File: src/rtl/upload_reader.sv
// Upload-side responder: answers host read strobes for one upload index by
// reading a byte from a registered-output RAM port and returning it with a wait handshake.
module upload_reader #(
  parameter int         ADDR_WIDTH = 14,
  parameter logic [7:0] UP_INDEX   = 8'd4
) (
  input  logic                  clk_24,
  input  logic                  reset,
  input  logic                  up_active,
  input  logic [7:0]            up_index,
  input  logic [16:0]           up_addr,
  input  logic                  up_rd,
  output logic [7:0]            up_din,
  output logic                  up_wait,
  output logic [ADDR_WIDTH-1:0] ram_addr,
  output logic                  ram_rd,
  input  logic [7:0]            ram_data_in,
  output logic [16:0]           bytes_sent,
  output logic                  overrun,
  output logic                  done
);

  typedef enum logic [1:0] {
    ST_IDLE    = 2'd0,
    ST_READ    = 2'd1,
    ST_CAPTURE = 2'd2
  } state_t;

  state_t                r_state;
  state_t                w_state_nx;
  logic [7:0]            r_din;
  logic [7:0]            w_din_nx;
  logic                  r_wait;
  logic                  w_wait_nx;
  logic [ADDR_WIDTH-1:0] r_addr;
  logic [ADDR_WIDTH-1:0] w_addr_nx;
  logic                  r_ram_rd;
  logic                  w_ram_rd_nx;
  logic [16:0]           r_bytes;
  logic [16:0]           w_bytes_nx;
  logic                  r_overrun;
  logic                  w_overrun_nx;
  logic                  r_done;
  logic                  w_done_nx;
  logic                  r_sel;

  logic                  w_sel;
  logic                  w_rise;
  logic                  w_fall;
  logic                  w_in_range;

  function automatic logic [16:0] sat_inc(input logic [16:0] v);
    return (v == 17'h1FFFF) ? v : v + 17'd1;
  endfunction

  // An index change while active drops w_sel, so it looks exactly like a falling edge.
  assign w_sel      = up_active && (up_index == UP_INDEX);
  assign w_rise     = w_sel && !r_sel;
  assign w_fall     = !w_sel && r_sel;
  assign w_in_range = ((up_addr >> ADDR_WIDTH) == 17'd0);

  // Next-state and next-output decode
  always_comb begin
    w_state_nx   = r_state;
    w_din_nx     = r_din;
    w_wait_nx    = r_wait;
    w_addr_nx    = r_addr;
    w_ram_rd_nx  = r_ram_rd;
    w_bytes_nx   = w_rise ? 17'd0 : r_bytes;
    w_overrun_nx = w_rise ? 1'b0 : r_overrun;
    w_done_nx    = w_fall;

    if (w_fall) begin
      w_state_nx  = ST_IDLE;
      w_wait_nx   = 1'b0;
      w_ram_rd_nx = 1'b0;
    end else begin
      case (r_state)
        ST_IDLE: begin
          if (w_sel && up_rd) begin
            if (w_in_range) begin
              w_addr_nx   = up_addr[ADDR_WIDTH-1:0];
              w_ram_rd_nx = 1'b1;
              w_wait_nx   = 1'b1;
              w_state_nx  = ST_READ;
            end else begin
              w_din_nx   = 8'hFF;
              w_bytes_nx = sat_inc(w_bytes_nx);
              w_state_nx = ST_IDLE;
            end
          end else begin
            w_state_nx = ST_IDLE;
          end
        end
        ST_READ: begin
          w_ram_rd_nx = 1'b0;
          w_state_nx  = ST_CAPTURE;
          if (w_sel && up_rd) begin
            w_overrun_nx = 1'b1;
          end else begin
            w_overrun_nx = w_overrun_nx;
          end
        end
        ST_CAPTURE: begin
          w_din_nx   = ram_data_in;
          w_wait_nx  = 1'b0;
          w_bytes_nx = sat_inc(w_bytes_nx);
          w_state_nx = ST_IDLE;
          if (w_sel && up_rd) begin
            w_overrun_nx = 1'b1;
          end else begin
            w_overrun_nx = w_overrun_nx;
          end
        end
        default: begin
          w_state_nx  = ST_IDLE;
          w_wait_nx   = 1'b0;
          w_ram_rd_nx = 1'b0;
        end
      endcase
    end
  end

  // State and output registers with synchronous reset
  always_ff @(posedge clk_24) begin
    if (reset) begin
      r_state   <= ST_IDLE;
      r_din     <= 8'h00;
      r_wait    <= 1'b0;
      r_addr    <= '0;
      r_ram_rd  <= 1'b0;
      r_bytes   <= 17'd0;
      r_overrun <= 1'b0;
      r_done    <= 1'b0;
      r_sel     <= 1'b0;
    end else begin
      r_state   <= w_state_nx;
      r_din     <= w_din_nx;
      r_wait    <= w_wait_nx;
      r_addr    <= w_addr_nx;
      r_ram_rd  <= w_ram_rd_nx;
      r_bytes   <= w_bytes_nx;
      r_overrun <= w_overrun_nx;
      r_done    <= w_done_nx;
      r_sel     <= w_sel;
    end
  end

  assign up_din     = r_din;
  assign up_wait    = r_wait;
  assign ram_addr   = r_addr;
  assign ram_rd     = r_ram_rd;
  assign bytes_sent = r_bytes;
  assign overrun    = r_overrun;
  assign done       = r_done;

endmodule
File: config.mk
export PLATFORM = sky130hd
export DESIGN_NAME = upload_reader
export DESIGN_NICKNAME = d
export VERILOG_FILES = /design/src/rtl/upload_reader.sv
export SDC_FILE = /design/constraint.sdc
export NUM_CORES = 1
export LEC_CHECK = 0
export BUFFER_PORTS_ARGS = -buffer_cell sky130_fd_sc_hd__buf_4
export CAP_MARGIN = 0
export CORE_MARGIN = 4
export CORE_UTILIZATION = 55
export CTS_BUF_LIST = sky130_fd_sc_hd__clkbuf_4 sky130_fd_sc_hd__clkbuf_8
export DETAILED_ROUTE_END_ITERATION = 8
export GPL_TIMING_DRIVEN = 1
export MAX_ROUTING_LAYER = met4
export PLACE_DENSITY_LB_ADDON = 0.1
export SLEW_MARGIN = 30
export SYNTH_ARGS = -nofsm -noshare
export SYNTH_HDL_FRONTEND = slang
export SYNTH_SLANG_ARGS = --single-unit
File: constraint.sdc
create_clock -name clk_24 -period 5.5 [get_ports clk_24]
set_input_delay 0.275 -clock clk_24 [delete_from_list [all_inputs] [get_ports clk_24]]
set_output_delay 0.275 -clock clk_24 [all_outputs]
set_load 0.02 [all_outputs]
==> flow_summary.yaml <==
status:
  status: "finished clean"
worst_setup_path:
  critPathLaunch: "r_state[0]"
  end_kind: "register"
  slowest_stage: "a2111oi_1"
  cpPeakStageDelay_ns: 0.74
  critPathLaunchType: "register"
  crit_type: "reg -> reg"
  r2r_start: "r_state[0]"
  worstPathArrival_ns: 3.05
  cp_max_fo: 20
  required_ns: 5.70
  reg2reg_slack_ns: 2.65
  worstPathCellList: "inv_1, ha_1, o311ai_0, a2111oi_1, or2_1, o21ai_0, o211a_1"
floorplanning:
  dieWidth_um: 72.17
  rows: 23
  core_um2: 4000
  die_area_um2: 5209
  num_io_pins: 80
  start_util_pct: 56.62
  dieHeight_um: 72.17
clock_tree:
  cts_resized: 0
  cts_sinks: 46
  cts_tree: "yes"
  cts_setup_buffers: 0
  clk_latency_ns: 0.30
  htree_num_levels: 2
  clk_pin_slew_worst_paths_ns: 0.08
  hold_buffers: 0
  root_buffer: "clkbuf_8"
  cts_buffers: 5
  clock_path_buffers: 2
timing:
  setup_viol: 0
  period_share_pct: 51.91
  final.setup.worst_slack_ns: 2.645
  finalCriticalPeriod_ns: 2.855
  relSlewSlack_pct: 37.63
  clock_skew_ns: 0.007543
  report.final.slew_viol_count: 0
  fmax_mhz: 350.3
  tightest_slew_ns: 0.9321
  rsz0062_at_grt: "false"
  hold_viol_final: 0
  tns_ns: 0
power:
  p_total_w: 0.0005761
  internal_power_w: 0.0004523
  comb_power_share_pct: 7.0
  peakVddDrop_mv: 0.1326
  p_leak_nw: 1.344
  powerDensity_nw_per_um2: 196.4
  switching_share_pct: 21.49
  clockPowerShare_pct: 34.9
  sequentialPowerShare_pct: 58.0
  p_sw_w: 0.0001238
place:
  hpwl_um: 4411
  place_area_um2: 2849
  portBuffers: 79
  pre_cts_ws_ns: 2.564
  gp_congestion: 0.9091
synth:
  yosys.area.top_type: "dfxtp_1"
  yosysUniqueCellTypes: 51
  syn_nets: 308
  synthCells: 268
  synth_edf_count: 0
  synthArstFlopShare_pct: 0
  netlist_top_cells_area: "dfxtp_1, mux2i_1, nor2_1"
  yosysSeqAreaShare_pct: 40.66
  synth.avg_cell_area_um2: 8.450
  synth-seq-cells: 46
  syn_area_um2: 2265
  synth_top_cell_area_share_pct: 40.66
  synth_warnings: 0
  synth_ff_type: "dfxtp_1"
global_route:
  grt_first_pass_wirelength_um: 9687
  grt_start_max_net_pins: 43
  grt_use_total_pct: 24.03
  antenna_found_initial: 0
  grt_remaining_overflow: 0
  grt_pass1_vias: 2138
layout:
  layout.nets: 379
  design_area_um2: 2933
  finish.utilization_pct: 73.32
  fillers: 314
  layout-drive-gt1-share_pct: 26.25
  diodes: 0
  area_growth_pct: 29.50
route:
  firstDrtPassIters: 4
  postRouteAntennaNets: 0
  vias_per_cell: 6.028
  drc: 0
  wl_um: 6042
  routedWlPerCell_um: 15.53
  drt_iter0_drc: 255
  vias: 2345
worst_hold_path:
  hold_start: "up_addr[7]"
  hp-class: "in -> reg"
flow_run:
  drv_cap: 0
power groups by stage:
stage | combinational, W | sequential (W) | clock (W)
after floorplan | 0.0000141 | 0.000343 | 0
after global placement | 0.0000394 | 0.000342 | 0
after detailed placement | 0.0000399 | 0.000342 | 0
after CTS | 0.0000404 | 0.000334 | 0.000208
after global routing | 0.0000444 | 0.000334 | 0.000221
final | 0.0000406 | 0.000334 | 0.000201
cell type report:
| cell class | count | area [um^2] | share of cell area [%] |
|---|---|---|---|
| Multi-Input combinational cell | 191 | 1212 | 41.34 |
| Tap cell | 50 | 62.56 | 2.133 |
| Clock buffer | 7 | 83.83 | 2.858 |
| Sequential cell | 46 | 920.9 | 31.40 |
| Inverter | 16 | 60.06 | 2.048 |
| Timing Repair Buffer | 79 | 593.1 | 20.22 |
path summary, 6_finish.rpt:
kind	endpoint	cells after the start
max	bytes_sent[10]	7
min reg2reg	ram_rd	2
min	ram_addr[7]	3
max reg2reg	bytes_sent[10]	7
worst max-delay path: cells and delay by family (launching register included):
| family | cells | cell delay (ns) |
|---|---|---|
| flops | 1 | 0.32 |
| simple gates | 1 | 0.61 |
| buf+inv | 1 | 0.09 |
| compound gates | 4 | 1.46 |
| fa+ha+maj | 1 | 0.29 |
kinds of logic (layout without fill, tap and decap cells):
group / Yosys count / after routing / share of synthesized area [%]
adder cells (fa/ha/maj): 3 / 3 / 1.658
flip-flops: 46 / 46 / 40.66
AO/OA/AOI/OAI: 59 / 59 / 19.61
multiplexers: 14 / 14 / 6.188
buffers and inverters: 31 / 102 / 5.801
AND/OR/NAND/NOR: 115 / 115 / 26.08
routing by layer:
metal | track usage [%] | wire length (um)
met1 | 28.71 | 2566
met2 | 39.43 | 2918
met5 | - | 0
met3 | 6.510 | 495
met4 | 7.307 | 61
flip-flops by register name, indices dropped and copies added, names as in the netlist:
register / flops
r_state: 2
up_wait: 1
ram_addr: 14
bytes_sent: 17
overrun: 1
done: 1
up_din: 8
ram_rd: 1
r_sel: 1
metrics by stage:
| stage | hold slack (ns) | instances |
|---|---|---|
| floorplan | 0.4189 | 268 |
| global placement | 0.4723 | 382 |
| finish | 0.2085 | 389 |
| detailed placement | 0.4737 | 382 |
| global route | 0.2005 | 389 |
| CTS | 0.2051 | 389 |
placed cells by master (no fill, tap or decap), types with 3 or more instances in the layout:
cell type   n
a211oi_1    4
dfxtp_1    46
a31oi_1     4
and3_1      5
or4_1       3
clkbuf_8    5
nand4_1     8
a311oi_1    9
a21oi_1     8
ha_1        3
nand3_1    17
buf_4      79
o21ai_0     7
nor3_1     11
or3_1       4
mux2i_1    14
nand2_1    13
nor4_1      6
a41oi_1     4
inv_1      16
nor2_1     35
cells in the mapped netlist (2+ instances only):
cell,instances
a211oi_1,4
a21o_1,2
a21oi_1,8
a311oi_1,9
a31o_2,2
a31oi_1,4
a41oi_1,4
and3_1,5
buf_2,6
clkbuf_1,7
dfxtp_1,46
ha_1,3
inv_1,16
mux2i_1,14
nand2_1,13
nand2b_1,2
nand3_1,17
nand4_1,8
nor2_1,35
nor3_1,11
nor4_1,6
o2111ai_1,2
o211ai_1,2
o21ai_0,7
o31ai_1,2
or2_1,2
or3_1,4
or4_1,3
or4b_1,2
(Power assumes the default switching activity.)
